===== src/rtl/eth_frame_gen.sv =====
// GMII Ethernet frame generator: preamble/SFD, 14-byte header, streamed payload, zero pad,
// CRC-32 FCS and inter-frame gap. Define ETH_GEN_ERR_INJ_EN to add err_inj (corrupts FCS byte 0).
module eth_frame_gen #(
  parameter int PREAMBLE_LEN = 7,
  parameter int IFG_CYCLES   = 12,
  parameter int LEN_W        = 11,
  parameter int MIN_PAYLOAD  = 46,
  parameter int MAX_PAYLOAD  = 1500
) (
  input  logic             sys_clk,
  input  logic             sys_rst,
  input  logic             start,
  input  logic [47:0]      cfg_dst_mac,
  input  logic [47:0]      cfg_src_mac,
  input  logic [15:0]      cfg_ethertype,
  input  logic [LEN_W-1:0] cfg_len,
`ifdef ETH_GEN_ERR_INJ_EN
  input  logic             err_inj,
`endif
  input  logic [7:0]       pl_data,
  input  logic             pl_valid,
  output logic             pl_ready,
  output logic [7:0]       gmii_txd,
  output logic             gmii_tx_en,
  output logic             busy,
  output logic             done,
  output logic             underrun
);

  typedef enum logic [2:0] {S_IDLE, S_PRE, S_SFD, S_HDR, S_PAY, S_PAD, S_FCS, S_IFG} state_t;

  localparam logic [LEN_W-1:0] PRE_LAST = LEN_W'(PREAMBLE_LEN - 1);
  localparam logic [LEN_W-1:0] HDR_LAST = LEN_W'(13);
  localparam logic [LEN_W-1:0] FCS_LAST = LEN_W'(3);
  localparam logic [LEN_W-1:0] IFG_LAST = LEN_W'(IFG_CYCLES - 1);
  localparam logic [LEN_W-1:0] MIN_LEN  = LEN_W'(MIN_PAYLOAD);
  localparam logic [LEN_W-1:0] MIN_LAST = LEN_W'(MIN_PAYLOAD - 1);
  localparam logic [LEN_W-1:0] MAX_LEN  = LEN_W'(MAX_PAYLOAD);

  // state/cnt describe the byte currently on gmii_txd; nstate/ncnt the one loaded next edge
  state_t           state, nstate;
  logic [LEN_W-1:0] cnt, ncnt, cnt_inc, len_q;
  logic [111:0]     hdr_q;
  logic [31:0]      crc;
  logic [7:0]       nbyte;
  logic             fcs_flip, accept;

  function automatic logic [31:0] crc_byte(input logic [31:0] c, input logic [7:0] d);
    logic [31:0] r;
    r = c ^ {24'h0, d};
    for (int i = 0; i < 8; i++) r = r[0] ? ((r >> 1) ^ 32'hEDB8_8320) : (r >> 1);
    return r;
  endfunction

`ifdef ETH_GEN_ERR_INJ_EN
  logic err_q;
  always_ff @(posedge sys_clk or posedge sys_rst)
    if (sys_rst)     err_q <= 1'b0;
    else if (accept) err_q <= err_inj;
  assign fcs_flip = err_q;
`else
  assign fcs_flip = 1'b0;
`endif

  assign accept   = (state == S_IDLE) && start;
  assign cnt_inc  = cnt + LEN_W'(1);
  assign pl_ready = (nstate == S_PAY);

  always_comb begin
    nstate = state;
    ncnt   = cnt_inc;
    case (state)
      S_IDLE: begin
        ncnt = '0;
        if (start) nstate = S_PRE;
      end
      S_PRE: if (cnt == PRE_LAST) begin nstate = S_SFD; ncnt = '0; end
      S_SFD: begin nstate = S_HDR; ncnt = '0; end
      S_HDR: if (cnt == HDR_LAST) begin
        ncnt   = '0;
        nstate = (len_q == '0) ? S_PAD : S_PAY;
      end
      // pad continues the payload index so it ends at MIN_PAYLOAD-1 regardless of len
      S_PAY: if (cnt_inc == len_q) begin
        if (len_q < MIN_LEN) nstate = S_PAD;
        else begin nstate = S_FCS; ncnt = '0; end
      end
      S_PAD: if (cnt == MIN_LAST) begin nstate = S_FCS; ncnt = '0; end
      S_FCS: if (cnt == FCS_LAST) begin nstate = S_IFG; ncnt = '0; end
      S_IFG: if (cnt == IFG_LAST) begin nstate = S_IDLE; ncnt = '0; end
      default: begin nstate = S_IDLE; ncnt = '0; end
    endcase
  end

  always_comb begin
    nbyte = 8'h00;
    case (nstate)
      S_PRE: nbyte = 8'h55;
      S_SFD: nbyte = 8'hD5;
      S_HDR: nbyte = hdr_q[111:104];
      S_PAY: nbyte = pl_valid ? pl_data : 8'h00;
      S_FCS: begin
        case (ncnt[1:0])
          2'd0:    nbyte = ~crc[7:0] ^ {8{fcs_flip}};
          2'd1:    nbyte = ~crc[15:8];
          2'd2:    nbyte = ~crc[23:16];
          default: nbyte = ~crc[31:24];
        endcase
      end
      default: nbyte = 8'h00;
    endcase
  end

  always_ff @(posedge sys_clk or posedge sys_rst) begin
    if (sys_rst) begin
      state      <= S_IDLE;
      cnt        <= '0;
      len_q      <= '0;
      hdr_q      <= '0;
      crc        <= 32'hFFFF_FFFF;
      gmii_txd   <= 8'h00;
      gmii_tx_en <= 1'b0;
      busy       <= 1'b0;
      done       <= 1'b0;
      underrun   <= 1'b0;
    end else begin
      state      <= nstate;
      cnt        <= ncnt;
      gmii_txd   <= nbyte;
      gmii_tx_en <= nstate inside {S_PRE, S_SFD, S_HDR, S_PAY, S_PAD, S_FCS};
      busy       <= (nstate != S_IDLE);
      done       <= (nstate == S_IFG) && (ncnt == IFG_LAST);
      if (accept) begin
        len_q    <= (cfg_len > MAX_LEN) ? MAX_LEN : cfg_len;
        hdr_q    <= {cfg_dst_mac, cfg_src_mac, cfg_ethertype};
        crc      <= 32'hFFFF_FFFF;
        underrun <= 1'b0;
      end else begin
        if (nstate inside {S_HDR, S_PAY, S_PAD}) crc <= crc_byte(crc, nbyte);
        if (nstate == S_HDR) hdr_q <= {hdr_q[103:0], 8'h00};
        if (nstate == S_PAY && !pl_valid) underrun <= 1'b1;
      end
    end
  end

endmodule


===== config.mk =====
export PLATFORM = sky130hd
export DESIGN_NAME = eth_frame_gen
export DESIGN_NICKNAME = d
export VERILOG_FILES = /design/src/rtl/eth_frame_gen.sv
export SDC_FILE = /design/constraint.sdc
export NUM_CORES = 1
export LEC_CHECK = 0
export CAP_MARGIN = 20
export CELL_PAD_IN_SITES_DETAIL_PLACEMENT = 1
export CELL_PAD_IN_SITES_GLOBAL_PLACEMENT = 1
export CORE_ASPECT_RATIO = 1.25
export CORE_MARGIN = 1
export CORE_UTILIZATION = 30
export DETAILED_ROUTE_END_ITERATION = 12
export GPL_TIMING_DRIVEN = 0
export PLACE_DENSITY_LB_ADDON = 0.1
export SLEW_MARGIN = 15
export SYNTH_ARGS = -nofsm -noshare
export SYNTH_HDL_FRONTEND = slang
export SYNTH_SLANG_ARGS = --single-unit

===== constraint.sdc =====
create_clock -name sys_clk -period 9.71 [get_ports sys_clk]
set_input_delay 2.913 -clock sys_clk [delete_from_list [all_inputs] [get_ports sys_clk]]
set_output_delay 2.913 -clock sys_clk [all_outputs]
set_load 0.01 [all_outputs]

# Yosys cells after proc, flatten, opt, wreduce, memory -nomap -nowiden
# Cells that the tools add are included.
word_totals:
  register_bits: 181
  latch_bits: 0
  mem_bits_rw: 0
  mem_bits_ro: 0
  in_bits: 135
  output_inout_bits: 13
  wordCells: 99
  memories: 0
op_classes:
  add_sub_neg: 1
  n_mul: 0
  div_mod_pow: 0
  n_lt_le_gt_ge: 2
  n_eq_ne: 23
  shifts: 0
  mux: 36
  n_bitwise: 13
  reduce_logical: 14
op_table:
  columns: ["op", "count"]
  rows:
  - ["32-bit two-way mux", 10]
  - ["112-bit two-way mux", 2]
  - ["13-bit NOT with 14-bit output", 8]
  - ["11-bit two-way mux", 8]
  - ["11-bit one-hot mux with 7 select lines", 1]
  - ["8-bit one-hot mux with 5 select lines", 1]
  - ["11-bit by 4-bit equality test with 1-bit output, second input constant", 3]
  - ["8-bit NOT", 4]
  - ["32-bit by 8-bit XOR with 32-bit output", 1]
  - ["3-bit equality test, second input constant", 8]
  - ["3-bit one-hot mux with 8 select lines", 1]
  - ["8-bit one-hot mux with 3 select lines", 1]
  - ["3-bit two-way mux", 7]
  - ["3-bit by 2-bit equality test with 1-bit output, second input constant", 4]
  - ["11-bit by 1-bit adder with 11-bit output, second input constant", 1]
  - ["11-bit equality test", 1]
  - ["11-bit by 2-bit equality test with 1-bit output, second input constant", 1]
  - ["11-bit by 3-bit equality test with 1-bit output, second input constant", 1]
  - ["11-bit by 6-bit equality test with 1-bit output, second input constant", 1]
  - ["11-bit > comparator, second input constant", 1]
  - ["11-bit zero test", 1]
  - ["11-bit by 6-bit < comparator with 1-bit output, second input constant", 1]
  - ["8-bit two-way mux", 1]
  - ["3-bit by 1-bit equality test with 1-bit output, second input constant", 2]
  - ["12 further kinds", 19]

# Depth between registers and ports, before layout
# Gate-level depths: netlist of run 1.
depth:
  word_depth: 26
  depth_mapped: 18
  depth_no_buf: 15

# Worst setup path after synthesis of run 1
# Ideal clock, no wire load.
synth_path:
  kind: "input to output"
  from: "input start"
  to: "output pl_ready"
  arrival_ns: 4.207
  t_required_ns: 6.797
  slack_ns: 2.590
  stages: 6
  path_buffers: 1
  path_cell_list: "o21ai_0 a31oi_1 a211oi_2 buf_2 nand2_1 nor3_1"
synth_between:
  elab_chain_cells: 3
synth_lines:
  columns: ["element", "line_no", "rtl"]
  rows:
  - ["from (decl)", "12", "input logic start,"]
  - ["3-bit two-way mux", "75", "if (start) nstate = S_PRE;"]
  - ["3-bit one-hot mux with 8 select lines", "72", "case (state)"]
  - ["net nstate[0]", "41", "state_t state, nstate;"]
  - ["3-bit equality test", "67", "assign pl_ready = (nstate == S_PAY);"]
  - ["to (decl)", "22", "output logic pl_ready,"]
# The timed path passes the listed nets, and every way through them passes these cells.

# Final worst setup path of run 1
# Ends and elaborated chain as after synthesis.

==> flow_metrics.py, run 1 <==
metrics = {
    "critical_path": {
        "end_kind": "primary output",
        "setup.worst_path.start": "start",
        "rrSetupSlack_ns": 4.19,
        "rr_endpoint": "crc[26]",
        "arrival_ns": 5.56,
        "critPathMaxFanout": 10,
        "worstPathRequired_ns": 6.80,
        "cp-endpoint": "pl_ready",
        "worstSetupPathType": "primary input to primary output",
        "r2r_cells": 17,
        "cp-start-kind": "primary input",
        "r2r_start": "cnt[0]",
    },
    "clock_tree": {
        "clk_pin_slew_ns": 0.07,
        "cts_tree": "done",
        "cts_buffer_depth": 2,
        "clock-sinks": 181,
        "clk_latency_ns": 0.44,
        "post_cts_buffers": 0,
        "cts_resized": 0,
        "hold_buffers": 0,
        "clock-root-buffer": "clkbuf_16",
        "numCtsBuffers": 17,
        "htreeDepth": 4,
    },
    "global_route": {
        "top_usage_layer": "met2",
        "grt_first_pass_wirelength_um": 55890,
        "grt.met2_usage_pct": 39.47,
        "grt_use_met3_pct": 3.889,
        "grt_pass1_vias": 9801,
        "grt-ovfl-total": 0,
        "grt_start_max_net_pins": 103,
        "grt_util_all_layers_pct": 21.10,
        "gr-usage-met1_pct": 25.08,
        "grt_antenna_before_repair": 3,
    },
    "sta": {
        "setup_viol": 0,
        "drv_slew": 0,
        "relSlewSlack_pct": 48.48,
        "rsz0062_at_grt": "no",
        "clock_skew_ns": 0.01467,
        "min_period_ns": 8.477,
        "worst_slew_pin_slew_ns": 0.7686,
        "fin_crit_sh_pct": 87.30,
        "setup_tns_ns": 0,
        "hold_viol": 0,
        "max_freq_ghz": 0.1180,
    },
    "yosys": {
        "synth_top_area_share_pct": 37.06,
        "synth.net_count": 1314,
        "syn_area_per_cell_um2": 8.555,
        "yosysTopAreaCell": "dfrtp_1",
        "yosys-top-cells-area": "dfrtp_1 (37%), nand2_1 (10%), dfstp_2 (8.4%)",
        "netlist_area_mm2": 0.01006,
        "synth_ff_type": "dfrtp_1",
        "async_flop_share_pct": 100.0,
        "synth-seq-cells": 181,
        "synth-seq-area-share_pct": 45.42,
        "synth_cell_type_count": 81,
        "netlist_instances": 1176,
        "synth_enable_flop_cells": 0,
        "ys_warn_count": 0,
    },
    "die": {
        "start_util_pct": 30.61,
        "die_x_um": 165.8,
        "dieArea_mm2": 0.03428,
        "floorplan.rows": 74,
        "num_io_pins": 148,
        "core_region_area_mm2": 0.03287,
        "dieHeight_um": 206.7,
    },
    "routing": {
        "drt_iter0_drc": 380,
        "dr.pass1.iters": 8,
        "wl_per_cell_um": 19.59,
        "drc": 14,
        "num_vias": 9000,
        "vias_per_cell": 5.073,
        "antenna_left": 0,
        "wirelength_um": 34750,
    },
    "placed_design": {
        "hpwlAfterDp_um": 26360,
        "place_area_mm2": 0.01209,
        "io_buffers": 147,
        "gp_congestion": 0.8413,
    },
    "final_layout": {
        "final.fill_count": 3847,
        "drive_above_1_share_pct": 8.708,
        "syn_to_final_growth_pct": 26.40,
        "postLayoutCellArea_mm2": 0.01272,
        "nets": 1481,
    },
    "power_and_ir_drop": {
        "p_leak_nw": 5.258,
        "power.density_mw_per_mm2": 244.5,
        "vdd_drop_max_mv": 0.1199,
    },
    "hold_path": {
        "holdCritPathClass": "flip-flop to flip-flop",
        "min_from": "underrun",
    },
    "run": {
        "maxCapViolCount": 0,
    },
    "outcome": {
        "violations": "DRC",
        "status": "finished, violations left",
    },
}
-- layout by cell type, fill, tap and decap left out, types with 7 or more instances in the layout --
master           count
nor3_1              50
clkbuf_1            75
nor2_1             132
a21oi_1             40
or2_2                8
clkbuf_16           17
a31oi_1            117
xor2_1              26
mux2i_1              7
nand3_1              8
dfstp_2             32
inv_1               16
clkdlybuf4s50_1    147
o21ai_0             29
xnor2_1             38
dfrtp_1            149
and3_1              10
buf_2               14
nand2_1            279
-- cells by family after synthesis --
logic type	synth area share [%]
AOI/OAI and AO/OA	16.65
xor gates and xnor gates	8.196
adders and majority gates	0.3731
buffers and inverters	4.390
DFF	45.42
muxes	1.443
and+or+nand+nor	23.53
-- per-layer routing --
metal	share of wire [%]	vias to the layer above	wire, µm
met5	0.069	-	24
met4	1.1	4	392
met3	3.5	27	1221
met2	52	153	18070
met1	43	4426	15040
li1	-	4390	-
-- power breakdown --
group / internal (mW) / total (mW) / leakage (nW) / switching, mW
combinational: 0.639 / 1.33 / 2.60 / 0.691
sequential: 0.934 / 1.02 / 2.35 / 0.0885
clock: 0.449 / 0.757 / 0.302 / 0.308
total: 2.02 / 3.11 / 5.26 / 1.09
-- metrics by stage --
stage                     std cells  utilization (%)  worst slack [ns]  hold slack, ns  power [mW]
after floorplan                1176                -             1.935          0.4885       2.019
after global placement         1741            36.68            -1.238          0.4742       2.327
after global routing           1773            38.68             1.018          0.5436       3.289
final                          1774            38.69             1.233          0.4925       3.109
after CTS                      1773            38.68             1.218          0.4984       3.138
after detailed placement       1742            36.78             1.223          0.4807       2.359
-- synth_stat cells (4+ instances only) --
cell type / count
nand2_1: 279
dfrtp_1: 149
nor2_1: 132
a31oi_1: 117
clkbuf_1: 73
nor3_1: 50
a21oi_1: 40
xnor2_1: 38
dfstp_2: 32
o21ai_0: 29
xor2_1: 26
inv_1: 17
buf_2: 14
and3_1: 10
nand3_1: 8
or2_2: 8
mux2i_1: 7
and2_1: 6
o2111ai_1: 6
o211ai_1: 6
o21a_1: 6
and4_1: 5
nand4_1: 5
o22a_1: 5
xnor2_2: 5
a211oi_1: 4
nand2b_1: 4
nand3b_1: 4
nand4b_1: 4
nor4_1: 4
nor4b_1: 4
-- worst min path at each step --
| stage | to | slack (ns) | cells after the start |
|---|---|---|---|
| after detailed placement | underrun | 0.48 | 2 |
| final | underrun | 0.49 | 2 |
| after global placement | underrun | 0.47 | 2 |
| after CTS | underrun | 0.50 | 2 |
| after global routing | underrun | 0.54 | 2 |
| after floorplan | len_q[10] | 0.49 | 2 |
-- critical path: stages --
cell,delay [ns]
clkdlybuf4s50_1,0.47
o21ai_0,0.18
a31oi_1,0.12
a211oi_2,0.44
buf_2,0.32
nand2_1,0.17
nor3_1,0.34
clkdlybuf4s50_1,0.60
-- flip-flops by register name (all words and copies together), names as in the netlist --
register	count
busy	1
gmii_txd	8
crc	32
cnt	11
underrun	1
state	3
len_q	11
done	1
gmii_tx_en	1
hdr_q	112
-- layout make-up --
class	instances	area, µm²	share of cell area (%)
Tap cell	418	523.0	4.113
Buffer	91	370.4	2.912
Inverter	19	78.83	0.6198
Timing Repair Buffer	148	1499	11.79
Clock inverter	9	150.1	1.181
Clock buffer	22	474.2	3.729
Sequential cell	181	4569	35.93
Multi-Input combinational cell	885	5050	39.71
Antenna cell	1	2.502	0.01968
Power figures use the tool's default switching activity.
==> run 2, diff against run 1 <==
--- a/config.mk
+++ b/config.mk
@@ -5,6 +5,7 @@
 export SDC_FILE = /design/constraint.sdc
 export NUM_CORES = 1
 export LEC_CHECK = 0
+export ABC_AREA = 1
 export CAP_MARGIN = 20
 export CELL_PAD_IN_SITES_DETAIL_PLACEMENT = 1
 export CELL_PAD_IN_SITES_GLOBAL_PLACEMENT = 1
==> constraint.sdc (replaced) <==
create_clock -name sys_clk -period 10.9 [get_ports sys_clk]
set_input_delay 3.27 -clock sys_clk [delete_from_list [all_inputs] [get_ports sys_clk]]
set_output_delay 3.27 -clock sys_clk [all_outputs]
set_load 0.01 [all_outputs]
==> flow_metrics.py, run 2 <==
metrics = {
    "sta": {
        "min_period_ns": 8.208,
        "relSlewSlack_pct": 47.18,
        "clock_skew_ns": 0.01666,
        "timing.hold.ws_ns": 0.4867,
        "max_freq_ghz": 0.1218,
        "rsz0062_at_grt": "no",
        "worst_slew_pin_slew_ns": 0.7922,
        "hold_viol": 0,
        "setup_viol": 0,
        "fin_crit_sh_pct": 75.31,
        "drv_slew": 0,
        "setup_tns_ns": 0,
    },
    "critical_path": {
        "rrSetupSlack_ns": 5.95,
        "path_buf_inv": 2,
        "cp-start-kind": "primary input",
        "cp_common_cell": "clkdlybuf4s50_1",
        "r2r_start": "cnt[0]",
        "cp_cell_sequence": "clkdlybuf4s50_1 -> nand2_1 -> nand3_4 -> nor2_4 -> clkdlybuf4s50_1",
        "worstPathRequired_ns": 7.63,
        "arrival_ns": 4.94,
        "critPathMaxFanout": 9,
        "crit_family": "buffers and inverters",
        "rr_endpoint": "crc[7]",
        "worstSetupPathType": "primary input to primary output",
        "r2r_cells": 30,
        "critical_path.max_stage_delay_ns": 0.57,
        "worstSetupPathDepth": 5,
        "crit_path_top_delay_cell": "clkdlybuf4s50_1",
        "end_kind": "primary output",
    },
    "hold_path": {
        "min_from": "hdr_q[10]",
        "whs_path_depth": 2,
        "holdCritPathClass": "flip-flop to flip-flop",
        "hold_end": "hdr_q[10]",
    },
    "final_layout": {
        "drive_above_1_share_pct": 7.200,
        "largest_reg_flops": 112,
        "largest_registers": "hdr_q x112, crc x32",
        "final.fill_count": 4330,
        "register_area_mm2": 0.004569,
        "syn_to_final_growth_pct": 25.29,
        "final_cell_mix": "nand2_1 (571), dfrtp_1 (149), clkdlybuf4s50_1 (146)",
        "multi_input_area_mm2": 0.005136,
        "final_common_cell": "nand2_1",
        "postLayoutCellArea_mm2": 0.01310,
        "nets": 1736,
        "largest-register": "hdr_q",
    },
    "yosys": {
        "yosysTopAreaCell": "dfrtp_1",
        "synth_top_area_share_pct": 35.65,
        "yosys-top-cells-area": "dfrtp_1 (36%), nand2_1 (20%), dfstp_2 (8.0%)",
        "syn_area_per_cell_um2": 7.303,
        "synth.top_cells.by_count": "nand2_1 (571), dfrtp_1 (149), nand3_1 (131), inv_1 (121), nor2_1 (74)",
        "synth_enable_flop_cells": 0,
        "ys_warn_count": 0,
        "synth.net_count": 1570,
        "async_flop_share_pct": 100.0,
        "synth-seq-cells": 181,
        "synth_ff_type": "dfrtp_1",
        "synth_cell_type_count": 40,
        "yosysMostFrequentCell": "nand2_1",
        "netlist_instances": 1432,
        "synth-seq-area-share_pct": 43.69,
        "netlist_area_mm2": 0.01046,
    },
    "run": {
        "maxCapViolCount": 0,
    },
    "power_and_ir_drop": {
        "p_leak_nw": 6.546,
        "sw_frac_of_total_pct": 38.36,
        "p_total_mw": 2.262,
        "power.switching_uw": 867.5,
        "combPwrFrac_pct": 35.0,
        "seq_power_share_pct": 37.4,
        "power.internal_mw": 1.394,
        "power.density_mw_per_mm2": 172.6,
        "vdd_drop_max_mv": 0.1021,
        "power_frac_clock_pct": 27.6,
    },
    "clock_tree": {
        "clock-sinks": 181,
        "htreeDepth": 4,
        "numCtsBuffers": 17,
        "clock-root-buffer": "clkbuf_16",
        "post_cts_buffers": 0,
        "hold_buffers": 0,
        "cts_resized": 0,
        "clk_latency_ns": 0.47,
        "clk_pin_slew_ns": 0.07,
        "cts_tree": "done",
        "cts_buffer_depth": 2,
    },
    "placed_design": {
        "gp_congestion": 0.8366,
        "hpwlAfterDp_um": 29470,
        "place_area_mm2": 0.01254,
        "io_buffers": 146,
    },
    "die": {
        "dieArea_mm2": 0.03561,
        "start_util_pct": 30.38,
        "floorplan.rows": 76,
        "die_x_um": 169.0,
        "num_io_pins": 148,
        "dieHeight_um": 210.7,
        "core_region_area_mm2": 0.03442,
    },
    "outcome": {
        "status": "finished clean",
    },
    "routing": {
        "drt_iter0_drc": 540,
        "wirelength_um": 38850,
        "vias_per_cell": 4.936,
        "wl_per_cell_um": 18.68,
        "antenna_left": 0,
        "drc": 0,
        "num_vias": 10270,
        "dr.pass1.iters": 4,
    },
    "global_route": {
        "grt-ovfl-total": 0,
        "grt_util_all_layers_pct": 23.10,
        "grt_start_max_net_pins": 94,
        "grt_antenna_before_repair": 2,
        "grt_pass1_vias": 11150,
        "grt_first_pass_wirelength_um": 62300,
    },
}
## run 2: layout make-up
cell class	count	area share [%]
sequential	181	34.87
clock inverter	11	0.7639
inverter	130	3.782
buffer	68	2.015
tap	468	4.469
clock buffer	21	3.514
multi-input combinational	1053	39.20
antenna	1	0.01910
timing repair buffer	147	11.36
## run 2: power groups by stage
stage          Clock [mW]  Sequential (mW)  Combinational (mW)
5_1_grt             0.664            0.855               0.905
4_1_cts             0.644            0.845               0.797
2_1_floorplan           0            0.835               0.551
6_report            0.624            0.845               0.792
3_3_place_gp            0            0.856               0.762
3_5_place_dp            0            0.858               0.794
## run 2: logic make-up after synthesis
logic type | after synthesis | synth area share, %
AO/OA/AOI/OAI | 173 | 12.06
XOR/XNOR | 22 | 1.843
flip-flops | 181 | 43.69
AND/OR/NAND/NOR | 855 | 34.85
buffers and inverters | 198 | 7.191
adder cells (fa/ha/maj) | 3 | 0.3590
## run 2: worst max path at each step
stage | start | to | slack [ns]
6_report | start | pl_ready | 2.69
5_1_grt | start | pl_ready | 2.62
4_1_cts | start | pl_ready | 2.69
3_5_place_dp | start | pl_ready | 2.70
3_3_place_gp | sys_rst | gmii_txd[4] | -0.51
2_1_floorplan | sys_rst | busy | 2.77
## run 2: layer usage
layer | wire length, µm | global-route usage, % | share of wire, % | up-vias
met4 | 877 | 7.797 | 2.3 | 0
li1 | - | - | - | 5021
met5 | 0 | 0 | 0 | -
met2 | 20100 | 42.03 | 52 | 185
met3 | 1545 | 3.991 | 4.0 | 51
met1 | 16330 | 27.25 | 42 | 5009
## run 2: tightest hold or removal path: stages, from the launching register on
cell and delay, ns:
dfrtp_1 0.35, nand2_1 0.05, nand3_1 0.05
## run 2: metrics by stage
stage / utilization (%) / std cells / worst slack, ns
after floorplan: - / 1432 / 2.768
after global placement: 36.33 / 2046 / -0.5081
after detailed placement: 36.43 / 2047 / 2.702
after CTS: 38.06 / 2079 / 2.692
after global routing: 38.06 / 2079 / 2.616
final: 38.06 / 2080 / 2.692
==> run 3, diff against run 2 <==
==> constraint.sdc (replaced) <==
create_clock -name sys_clk -period 8.4 [get_ports sys_clk]
set_input_delay 2.52 -clock sys_clk [delete_from_list [all_inputs] [get_ports sys_clk]]
set_output_delay 2.52 -clock sys_clk [all_outputs]
set_load 0.01 [all_outputs]
==> results of run 3 <==
The final DEF is identical to that of run 2. Status: finished clean.
Among the figures that moved: setup slack after placement 2.702 ns -> 1.702 ns; setup slack after layout 2.692 ns -> 1.692 ns; register-to-register setup slack 5.95 ns -> 3.45 ns; total power 2.262 mW -> 2.935 mW; worst IR drop on VDD 0.1021 mV -> 0.1325 mV
